File: config.mk
export PLATFORM = sky130hd
export DESIGN_NAME = fft_data_output
export DESIGN_NICKNAME = d
export VERILOG_FILES = /design/src/rtl/fft_data_output_pkg.sv /design/src/rtl/fft_sample_ram.sv /design/src/rtl/fft_data_output.sv
export SDC_FILE = /design/constraint.sdc
export NUM_CORES = 1
export LEC_CHECK = 0
export BUFFER_PORTS_ARGS = -buffer_cell sky130_fd_sc_hd__clkbuf_2
export CAP_MARGIN = 20
export CORE_MARGIN = 5
export CORE_UTILIZATION = 50
export CTS_BUF_LIST = sky130_fd_sc_hd__clkbuf_16
export CTS_CLUSTER_DIAMETER = 50
export DETAILED_ROUTE_END_ITERATION = 12
export PLACE_DENSITY_LB_ADDON = 0.15
export SYNTH_ARGS = -nofsm -noshare
export SYNTH_HDL_FRONTEND = slang
export SYNTH_SLANG_ARGS = --single-unit
File: constraint.sdc
create_clock -name clk -period 6.32 [get_ports clk]
set_clock_uncertainty 0.15 [all_clocks]
set_input_delay 0.632 -clock clk [delete_from_list [all_inputs] [get_ports clk]]
set_output_delay 0.632 -clock clk [all_outputs]
set_load 0.005 [all_outputs]
File: src/rtl/fft_data_output_pkg.sv
// rtl/fft_data_output_pkg.sv - shared state encoding and {IM,RE} field slices for the FFT output capture
package fft_data_output_pkg;

  localparam logic [1:0] ST_IDLE    = 2'd0;
  localparam logic [1:0] ST_CAPTURE = 2'd1;
  localparam logic [1:0] ST_DRAIN   = 2'd2;
  localparam logic [1:0] ST_DONE    = 2'd3;

  // Same slices as the FFT input stage: RE in the low word, IM in the high word.
  localparam int RE_LSB = 0;
  localparam int IM_LSB = 32;
  localparam int WORD_W = 32;

endpackage

File: src/rtl/fft_sample_ram.sv
// rtl/fft_sample_ram.sv - sample RAM: one 64-bit beat writes an RE/IM word pair, 32-bit registered read
module fft_sample_ram
  import fft_data_output_pkg::*;
#(
  parameter int NFFT = 3
) (
  input  logic                clk,
  input  logic                resetn,
  input  logic                wr_en,
  input  logic [NFFT-1:0]     wr_idx,
  input  logic [63:0]         wr_data,
  input  logic                rd_en,
  input  logic [NFFT:0]       rd_addr,
  output logic [WORD_W-1:0]   rd_data
);

  localparam int DEPTH = 2**NFFT;

  // Even words (RE) and odd words (IM) live in separate banks so each has one write port.
  logic [WORD_W-1:0] re_bank [DEPTH];
  logic [WORD_W-1:0] im_bank [DEPTH];

  always_ff @(posedge clk) begin
    if (wr_en) begin
      re_bank[wr_idx] <= wr_data[RE_LSB +: WORD_W];
      im_bank[wr_idx] <= wr_data[IM_LSB +: WORD_W];
    end
  end

  always_ff @(posedge clk) begin
    if (!resetn) begin
      rd_data <= '0;
    end else if (rd_en) begin
      rd_data <= rd_addr[0] ? im_bank[rd_addr[NFFT:1]] : re_bank[rd_addr[NFFT:1]];
    end
  end

endmodule

File: src/rtl/fft_data_output.sv
// rtl/fft_data_output.sv - captures one AXIS frame of FFT results into RAM and flags framing errors
module fft_data_output
  import fft_data_output_pkg::*;
#(
  parameter int NFFT               = 3,
  parameter int POINT_SIZE         = 2**NFFT,
  parameter int N_ELEMENTS         = 2*POINT_SIZE,
  parameter int ELEMENTS_ADDR_SIZE = $clog2(N_ELEMENTS)
) (
  input  logic                          clk,
  input  logic                          resetn,
  input  logic                          s_tvalid,
  output logic                          s_tready,
  input  logic                          s_tlast,
  input  logic [63:0]                   s_tdata,
  input  logic                          arm,
  output logic                          capturing,
  output logic                          done,
  output logic                          tlast_err,
  output logic [NFFT:0]                 beat_cnt,
  input  logic [ELEMENTS_ADDR_SIZE-1:0] rAddr,
  input  logic                          rEn,
  output logic [31:0]                   rData
);

  localparam logic [NFFT:0] LAST_IDX = (NFFT+1)'(POINT_SIZE - 1);

  logic [1:0] state;
  logic       beat;
  logic       wr_en;

  assign beat  = s_tvalid && s_tready;
  assign wr_en = beat && (state == ST_CAPTURE);

  always_ff @(posedge clk) begin
    if (!resetn) begin
      state     <= ST_IDLE;
      s_tready  <= 1'b0;
      capturing <= 1'b0;
      done      <= 1'b0;
      tlast_err <= 1'b0;
      beat_cnt  <= '0;
    end else begin
      case (state)
        ST_IDLE, ST_DONE: begin
          if (arm) begin
            state     <= ST_CAPTURE;
            s_tready  <= 1'b1;
            capturing <= 1'b1;
            done      <= 1'b0;
            tlast_err <= 1'b0;
            beat_cnt  <= '0;
          end
        end
        ST_CAPTURE: begin
          if (beat) begin
            beat_cnt <= beat_cnt + 1'b1;
            if (beat_cnt == LAST_IDX && !s_tlast) begin
              // Frame too long: keep accepting until the sender's tlast arrives.
              state     <= ST_DRAIN;
              tlast_err <= 1'b1;
            end else if (s_tlast) begin
              state     <= ST_DONE;
              s_tready  <= 1'b0;
              capturing <= 1'b0;
              done      <= 1'b1;
              tlast_err <= (beat_cnt != LAST_IDX);
            end
          end
        end
        default: begin
          if (beat && s_tlast) begin
            state     <= ST_DONE;
            s_tready  <= 1'b0;
            capturing <= 1'b0;
            done      <= 1'b1;
          end
        end
      endcase
    end
  end

  fft_sample_ram #(.NFFT(NFFT)) u_ram (
    .clk     (clk),
    .resetn  (resetn),
    .wr_en   (wr_en),
    .wr_idx  (beat_cnt[NFFT-1:0]),
    .wr_data (s_tdata),
    .rd_en   (rEn),
    .rd_addr (rAddr),
    .rd_data (rData)
  );

endmodule

==> impl_metrics.csv, run 1 <==
group,metric,value,unit
logic_synthesis,synthMuxAreaShare,12.06,%
clock_tree,cts_hold_buf,0,
placement,dp_hpwl,22840,um
pwr,seqPwrFrac,54.3,%
final_layout,area_growth,12.34,%
pwr,clock_power_share,39.4,%
timing,worstMarginPinSlew,1.096,ns
logic_synthesis,synth_nets,1345,
worst_hold_path,min_path_type,"input port to register",
placement,port_buffers,113,
logic_synthesis,synth_edf_count,512,
final_layout,multiInputGateArea,0.004702,sq mm
drt,ant_nets,0,
worst_setup_path,worst_setup_path_start_kind,"register",
logic_synthesis,synthArstFlopShare,0,%
drt,wire_per_inst,22.65,um
pwr,total_power,7.506,mW
timing,drv_slew,0,
logic_synthesis,synth_top_area_share,72.07,%
final_layout,n_antenna_cell,0,
worst_setup_path,reg2reg_to,"u_ram.im_bank[4][22]",
worst_setup_path,reg2reg_slack,3.11,ns
logic_synthesis,synth.most_common_cell,"edfxtp_1",
placement,gp_congestion,0.7320,
logic_synthesis,synth_xor_area_share,0,%
global_route,track_usage,18.97,%
timing,timing.fmax,0.3117,GHz
global_route,grt_max_degree,121,
pwr,internal_power,5.879,mW
logic_synthesis,synth-seq-cells,553,
drt,first_pass_iters,5,
outcome,status,"completed",
floorplan,io-pin-count,114,
pwr,p_sw_share,21.68,%
floorplan,coreArea,0.04204,sq mm
timing,finalSetupViolCount,0,
logic_synthesis,ys.flop_type,"edfxtp_1",
logic_synthesis,syn_avg_cell_area,16.83,sq um
clock_tree,clock_path_buffers,3,
worst_setup_path,crit_start,"state[1]",
timing,hold_slack,0.1709,ns
logic_synthesis,yosysSeqAreaShare,75.91,%
logic_synthesis,synthTopCellsByArea,"edfxtp_1 72%, mux2i_1 12%, dfxtp_1 3.8%",
clock_tree,cts.reportedPaths.clkPinSlew,0.06,ns
floorplan,initial_core_util,50.75,%
global_route,grt_overflow,0,
worst_setup_path,r2r_cells,6,
drt,vias,11121,
logic_synthesis,synth-simple-area-share,5.108,%
pwr,p_switching,1.628,mW
drt,drt-total-wl,44650,um
timing,rsz0062_at_grt,"false",
timing,slew_headroom,26.95,%
floorplan,die_x,216.6,um
clock_tree,cts_tree,"yes",
logic_synthesis,synth_commonest_cells,"512 x edfxtp_1, 257 x mux2i_1, 102 x nand2_1",
clock_tree,clk_latency,0.59,ns
clock_tree,cts_buffers,55,
logic_synthesis,synth-warning-count,0,
timing,period_share,50.76,%
final_layout,ff_latch_area,0.01620,sq mm
logic_synthesis,synthAdderAreaFrac,0.1759,%
logic_synthesis,synth_largest_area_cell,"edfxtp_1",
clock_tree,clockRootBuffer,"clkbuf_16",
logic_synthesis,synth_compound_area_share,4.281,%
pwr,power_density,313.2,mW/mm^2
drt,wl_met2,21690,um
drt,route.top_layer_used,"met5",
final_layout,nNetsFinal,1465,
pwr,combPwrFrac,6.3,%
logic_synthesis,ys_types,36,
worst_setup_path,r2r-start,"state[1]",
worst_setup_path,critPathKind,"register to register",
clock_tree,cts_resized,0,
worst_setup_path,crit_path_end,"u_ram.im_bank[4][22]",
floorplan,rows,75,
pwr,vdd_drop_max,0.2544,mV
worst_setup_path,crit_arrival,3.27,ns
floorplan,die_area,0.04690,sq mm
drt,vias_per_cell,5.642,
logic_synthesis,synth_top_family_by_area,"multiplexers",
pwr,p_leak,8.680,nW
timing,fin_crit,3.208,ns
clock_tree,cts_sinks,553,
final_layout,drive_gt1_share,15.43,%
global_route,grt_antenna_before_repair,1,
worst_setup_path,cp.required,6.39,ns
timing,final.setup.tns,0,ns
floorplan,die_h,216.6,um
global_route,grt_pass1_vias,11459,
logic_synthesis,syn_inst,1268,
flow_run,maxCapViolations,0,
logic_synthesis,synthesis.area,0.02133,sq mm
timing,hold_viol,0,
drt,route.detailed.drc,0,
clock_tree,h-tree-depth,2,
worst_setup_path,cp_max_fo,43,
drt,dr_wl_met3,2307,um
clock_tree,postCtsSetupBuffers,0,
drt,drt-initial-drc-count,828,
drt,met1Wirelength,19900,um
global_route,grt_pass1_wl,68630,um
worst_setup_path,endpoint_kind,"register",
final_layout,fillers,3292,
## critical path, cell delays in order, from the launching register on
cell and delay (ns):
dfxtp_1 0.32, inv_1 0.05, ha_1 0.26, nand3_1 0.23, or2_2 0.44, nor2_4 0.66, buf_4 0.69
## logic make-up (layout without fill, tap and decap cells)
| kind of cell | count (synthesis) | in the layout |
|---|---|---|
| DFF | 553 | 553 |
| muxes | 257 | 257 |
| and+or+nand+nor | 237 | 237 |
| AOI/OAI and AO/OA | 145 | 145 |
| buffers and inverters | 73 | 237 |
| adders and majority gates | 3 | 3 |
## cell usage in the layout, fill, tap and decap left out, drive strengths merged, types with 5 or more instances in the layout
cell type  count
nand2        102
nor2b          7
nor2           9
nor3           5
mux2i        257
a21oi         70
dfxtp         41
clkbuf       167
clkinv        22
buf           21
a22oi         65
inv           25
nand3        100
edfxtp       512
## flip-flops by register name (all words and copies together), names as in the netlist
register,flops
beat_cnt,4
tlast_err,1
capturing,1
done,1
u_ram.re_bank,256
u_ram.im_bank,256
state,2
u_ram.rd_data,32
## worst min path at each step
stage	start	endpoint	slack, ns	depth (start not counted)
final	s_tdata[24]	u_ram.re_bank[0][24]	0.17	1
after global routing	s_tdata[26]	u_ram.re_bank[1][26]	0.17	1
after CTS	s_tdata[24]	u_ram.re_bank[6][24]	0.14	1
after detailed placement	u_ram.rd_data[18]	u_ram.rd_data[18]	0.30	2
after global placement	u_ram.rd_data[15]	u_ram.rd_data[15]	0.29	2
after floorplan	u_ram.rd_data[0]	u_ram.rd_data[0]	0.30	2
## power groups by stage
stage / Combinational, mW / Sequential, mW / Clock (mW)
2_1_floorplan: 0.308 / 4.16 / 0
4_1_cts: 0.477 / 4.08 / 3.02
6_report: 0.472 / 4.08 / 2.96
3_3_place_gp: 0.469 / 4.15 / 0
5_1_grt: 0.523 / 4.08 / 3.18
3_5_place_dp: 0.476 / 4.16 / 0
## metrics by stage
step                      cell area [sq um]  instances  setup WS, ns  util, %
after detailed placement              22310       1869         2.963    53.08
after CTS                             23950       1970         3.027    56.96
after global placement                22310       1869         3.032    53.08
after floorplan                       21330       1268        0.1355        -
after global routing                  23970       1971         2.906    57.01
final                                 23970       1971         3.112    57.01
## area by class of cell
| class | count | area share [%] |
|---|---|---|
| flip-flops and latches | 553 | 67.58 |
| multi-input cells | 642 | 19.62 |
| clock buffers | 55 | 5.743 |
| repair buffers | 133 | 3.132 |
| well taps | 539 | 2.814 |
| clock inverters | 46 | 1.070 |
| inverters | 3 | 0.04699 |
## metal layers
metal | GRT usage, % | vias up
met5 | 0 | -
met4 | 4.537 | 2
met3 | 3.112 | 64
met2 | 31.54 | 265
met1 | 26.59 | 5628
li1 | - | 5162
No activity file was read; power rests on OpenSTA's default activity.
==> inputs of run 2 (changes only) <==
==> constraint.sdc (replaced) <==
create_clock -name clk -period 2.7 [get_ports clk]
set_clock_uncertainty 0.15 [all_clocks]
set_input_delay 0.27 -clock clk [delete_from_list [all_inputs] [get_ports clk]]
set_output_delay 0.27 -clock clk [all_outputs]
set_load 0.005 [all_outputs]
==> impl_metrics.csv, run 2 (synthesis gave the netlist of run 1 again) <==
group,metric,value,unit
drt,dr_wl_met3,1986,um
final_layout,drive_gt1_share,16.04,%
floorplan,die_h,216.6,um
final_layout,fillers,3166,
clock_tree,clk_latency,0.58,ns
global_route,grt_max_degree,65,
placement,port_buffers,113,
placement,placed_cells,1878,
timing,hold_viol,0,
floorplan,coreArea,0.04204,sq mm
worst_setup_path,worst_setup_path_start_kind,"register",
global_route,grt_overflow,0,
pwr,vdd_drop_max,0.4361,mV
worst_setup_path,crit_start,"beat_cnt[1]",
global_route,grt_pass1_vias,11871,
worst_setup_path,r2r_cells,6,
clock_tree,cts_sinks,553,
timing,drv_slew,0,
clock_tree,cts.reportedPaths.clkPinSlew,0.06,ns
drt,vias,11430,
clock_tree,cts_tree,"yes",
clock_tree,h-tree-depth,2,
floorplan,rows,75,
placement,dp_hpwl,23010,um
drt,drt-total-wl,44330,um
floorplan,die_area,0.04690,sq mm
worst_setup_path,endpoint_kind,"register",
timing,period_share,89.11,%
placement,gp_congestion,0.7500,
placement,place_ws,0.4728,ns
worst_setup_path,crit_arrival,2.77,ns
timing,rsz0062_at_grt,"false",
clock_tree,clockRootBuffer,"clkbuf_16",
outcome,status,"completed",
floorplan,io-pin-count,114,
final_layout,nNetsFinal,1540,
timing,finalSetupViolCount,0,
global_route,grt_antenna_before_repair,2,
drt,met1Wirelength,19670,um
final_layout,final_cell_mix,"512 x edfxtp_1, 257 x mux2i_1, 112 x clkbuf_2, 102 x nand2_1, 98 x nand3_1",
worst_hold_path,hp-start,"s_tlast",
floorplan,initial_core_util,50.75,%
drt,vias_per_cell,5.576,
final_layout,largest_registers,"u_ram.im_bank (256), u_ram.re_bank (256), u_ram.rd_data (32)",
timing,timing.fmax,0.4156,GHz
worst_setup_path,cp.required,3.06,ns
worst_hold_path,min_path_type,"input port to register",
timing,fin_crit,2.406,ns
global_route,track_usage,18.80,%
worst_setup_path,reg2reg_slack,0.29,ns
timing,worstMarginPinSlew,0.6438,ns
timing,setup_slack,0.2939,ns
drt,wl_met2,21850,um
drt,route.top_layer_used,"met4",
clock_tree,clock_path_buffers,3,
drt,first_pass_iters,4,
flow_run,maxCapViolations,0,
pwr,power_density,722.7,mW/mm^2
worst_setup_path,reg2reg_to,"state[1]",
worst_setup_path,r2r-start,"beat_cnt[1]",
worst_hold_path,whs_endpoint,"done",
drt,ant_nets,0,
clock_tree,cts_buffers,55,
worst_setup_path,critPathKind,"register to register",
worst_hold_path,holdPathStages,4,
drt,route.detailed.drc,0,
floorplan,die_x,216.6,um
final_layout,finalNonFillerCells,2050,
drt,wire_per_inst,21.62,um
final_layout,mostFrequentLayoutCell,"edfxtp_1",
timing,slew_headroom,57.08,%
final_layout,area_growth,17.63,%
pwr,p_leak,9.103,nW
drt,drt-initial-drc-count,821,
clock_tree,cts_resized,0,
worst_setup_path,cp_max_fo,9,
global_route,grt_pass1_wl,68670,um
[run 2: cell type report]
cell class                      instances  area [sq um]  share of cell area, %
Sequential cell                       553         16200                  64.55
Inverter                                3         11.26                0.04487
Tap cell                              539         674.4                  2.687
Antenna cell                            2         5.005                0.01994
Clock buffer                           57          1426                  5.684
Clock inverter                         46         331.6                  1.321
Multi-Input combinational cell        642          4742                  18.90
Timing Repair Buffer                  208          1707                  6.801
[run 2: repair_timing]
action	CTS	global route
hold buffers	67	0
endpoints found under the hold margin	521	0
buffers inserted	0	0
endpoints found under the setup margin	0	0
[run 2: report_power, final]
part,internal [mW],switching [mW],leakage [nW]
Sequential,9.48,0.0758,4.94
Clock,4.28,3.05,0.924
Combinational,0.520,0.735,3.24
[run 2: how the worst max path moves through the flow]
stage	slack, ns	endpoint	depth (start not counted)
after floorplan	-0.50	u_ram.im_bank[2][0]	5
after global placement	0.49	u_ram.im_bank[1][15]	5
after detailed placement	0.47	u_ram.im_bank[1][15]	5
after CTS	0.27	state[1]	6
after global routing	0.1	state[1]	6
final	0.29	state[1]	6
[run 2: critical path: stages (launching register included)]
cell and delay, ns:
dfxtp_1 0.57, ha_1 0.28, nand3b_1 0.15, o211ai_1 0.31, a21oi_1 0.12, nor3b_1 0.18
dlygate4sd3_1 0.58
[run 2: layer usage]
| metal | global-route usage, % | up-vias |
|---|---|---|
| li1 | - | 5333 |
| met1 | 25.64 | 5766 |
| met2 | 31.82 | 265 |
| met3 | 3.126 | 66 |
| met4 | 4.961 | 0 |
| met5 | 0 | - |
[run 2: per-stage QoR]
| step | utilization (%) | TNS, ns | hold slack [ns] | cell area [sq um] | total power [mW] |
|---|---|---|---|---|---|
| floorplan | - | -203.64 | 0.2189 | 21410 | 10.47 |
| global placement | 53.90 | 0 | 0.2930 | 22660 | 10.89 |
| detailed placement | 53.90 | 0 | 0.3014 | 22660 | 10.91 |
| CTS | 59.68 | 0 | 0.02681 | 25090 | 18.32 |
| global route | 59.69 | 0 | 0.08985 | 25100 | 18.79 |
| finish | 59.69 | 0 | 0.05851 | 25100 | 18.14 |
==> inputs of run 3 (changes only) <==
--- a/config.mk
+++ b/config.mk
@@ -5,13 +5,14 @@
 export SDC_FILE = /design/constraint.sdc
 export NUM_CORES = 1
 export LEC_CHECK = 0
-export BUFFER_PORTS_ARGS = -buffer_cell sky130_fd_sc_hd__clkbuf_2
 export CAP_MARGIN = 20
 export CORE_MARGIN = 5
 export CORE_UTILIZATION = 50
 export CTS_BUF_LIST = sky130_fd_sc_hd__clkbuf_16
 export CTS_CLUSTER_DIAMETER = 50
+export CTS_CLUSTER_SIZE = 40
 export DETAILED_ROUTE_END_ITERATION = 12
+export DONT_BUFFER_PORTS = 1
 export PLACE_DENSITY_LB_ADDON = 0.15
 export SYNTH_ARGS = -nofsm -noshare
 export SYNTH_HDL_FRONTEND = slang
==> impl_metrics.csv, run 3 (synthesis gave the netlist of run 1 again) <==
group,metric,value,unit
floorplan,die_h,216.6,um
drt,drt-total-wl,44740,um
drt,vias,11177,
global_route,grt.met2_usage,30.85,%
final_layout,fillers,3182,
worst_setup_path,endpoint_kind,"register",
placement,port_buffers,0,
clock_tree,cts_tree,"yes",
clock_tree,cts_sinks,553,
pwr,vdd_drop_max,0.5139,mV
worst_hold_path,min_path_type,"input port to register",
worst_setup_path,worst_setup_path_start_kind,"register",
placement,dp_hpwl,21610,um
clock_tree,clockRootBuffer,"clkbuf_16",
timing,slew_headroom,49.61,%
timing,fin_crit,2.613,ns
timing,rsz0062_at_grt,"false",
flow_run,maxCapViolations,0,
final_layout,largest_registers,"u_ram.im_bank (256), u_ram.re_bank (256), u_ram.rd_data (32)",
drt,ant_nets,0,
clock_tree,cts_buffers,46,
clock_tree,cts.reportedPaths.clkPinSlew,0.07,ns
timing,hold_viol,0,
timing,period_share,96.78,%
final_layout,final_cell_mix,"512 x edfxtp_1, 257 x mux2i_1, 103 x dlygate4sd3_1, 102 x nand2_1, 98 x nand3_1",
floorplan,die_x,216.6,um
global_route,grt_busiest_layer,"met2",
floorplan,initial_core_util,50.75,%
timing,timing.fmax,0.3827,GHz
clock_tree,clk_latency,0.59,ns
pwr,power_density,714.2,mW/mm^2
placement,gp_congestion,0.7575,
global_route,grt_antenna_before_repair,6,
placement,place_ws,0.3372,ns
worst_setup_path,critPathKind,"register to register",
global_route,grt_max_degree,190,
global_route,grt_pass1_wl,69020,um
outcome,status,"completed",
timing,hold_slack,0.06070,ns
drt,drt-initial-drc-count,694,
global_route,track_usage,19.10,%
global_route,grt_util_met3,3.824,%
final_layout,area_growth,15.63,%
floorplan,die_area,0.04690,sq mm
global_route,grt_pass1_vias,11543,
final_layout,nNetsFinal,1448,
timing,drv_slew,0,
worst_setup_path,cp.required,3.01,ns
final_layout,final_cell_area,0.02467,sq mm
timing,worstMarginPinSlew,0.7543,ns
final_layout,drive_gt1_share,9.013,%
pwr,p_leak,8.584,nW
timing,setup_slack,0.08698,ns
worst_setup_path,crit_arrival,2.93,ns
drt,first_pass_iters,5,
clock_tree,h-tree-depth,2,
clock_tree,clock_path_buffers,3,
final_layout,mostFrequentLayoutCell,"edfxtp_1",
placement,place_area,0.02194,sq mm
worst_setup_path,cp_max_fo,1,
floorplan,coreArea,0.04204,sq mm
drt,wire_per_inst,22.91,um
drt,vias_per_cell,5.723,
floorplan,rows,75,
timing,finalSetupViolCount,0,
global_route,grt_overflow,0,
final_layout,final_core_util,58.68,%
global_route,grt_util_met1,26.85,%
floorplan,io-pin-count,114,
timing,final.setup.tns,0,ns
drt,route.detailed.drc,0,
==> run 3: cell types whose count changed in the layout (fill, tap and decap cells not counted), moves of 3 or more <==
cell	previous run	this run
clkinv_1	12	3
clkinv_2	14	3
bufinv_16	5	1
buf_12	20	14
diode_2	2	5
dlygate4sd3_1	67	103
clkinvlp_4	0	4
clkbuf_2	112	0
inv_8	0	7
clkbuf_16	57	49
inv_1	15	3
inv_6	0	5
clkinv_8	0	8
==> run 3: cell type report <==
type	instances	area [sq um]	area share, %
Sequential cell	553	16200	65.66
Inverter	3	11.26	0.04565
Tap cell	539	674.4	2.734
Clock inverter	37	412.9	1.674
Multi-Input combinational cell	642	4742	19.22
Clock buffer	49	1226	4.971
Antenna cell	5	12.51	0.05072
Timing Repair Buffer	125	1391	5.640
==> run 3: routing by layer <==
metal	share of wire [%]	vias to the layer above
li1	-	5147
met1	46	5732
met2	47	231
met3	5.0	65
met4	2.2	2
met5	0.016	-
==> run 3: worst paths after layout <==
path / start / end / slack, ns / depth (start not counted)
setup / recovery: u_ram.im_bank[6][9] / u_ram.rd_data[9] / 0.09 / 7
setup reg to reg: u_ram.im_bank[6][9] / u_ram.rd_data[9] / 0.09 / 7
hold / removal: rAddr[1] / u_ram.rd_data[28] / 0.06 / 5
hold reg to reg: u_ram.rd_data[18] / u_ram.rd_data[18] / 0.33 / 2
==> run 3: metrics by stage <==
stage	std cells	total power [mW]
2_1_floorplan	1268	10.47
3_3_place_gp	1757	10.55
3_5_place_dp	1757	10.56
4_1_cts	1962	17.83
5_1_grt	1953	18.28
6_report	1953	17.62
==> run 3: worst max-delay path, cell delays in order, from the launching register on <==
cell and delay, ns:
edfxtp_1 0.36, mux2i_1 0.13, dlygate4sd3_1 0.56, nand2_1 0.06
nand3_1 0.08, dlygate4sd3_1 0.55, nand3_1 0.07, dlygate4sd3_1 0.55
==> run 3: repair_timing <==
action,in CTS,in global routing
endpoints found under the hold margin,553,0
setup endpoints to repair,0,14
buffers inserted,0,0
hold buffers,119,0
resized for setup,0,0
==> run 3: power breakdown <==
part	internal [mW]	switching [mW]
Sequential	9.47	0.0955
Combinational	0.458	0.608
Clock	3.62	3.37
Total	13.5	4.08
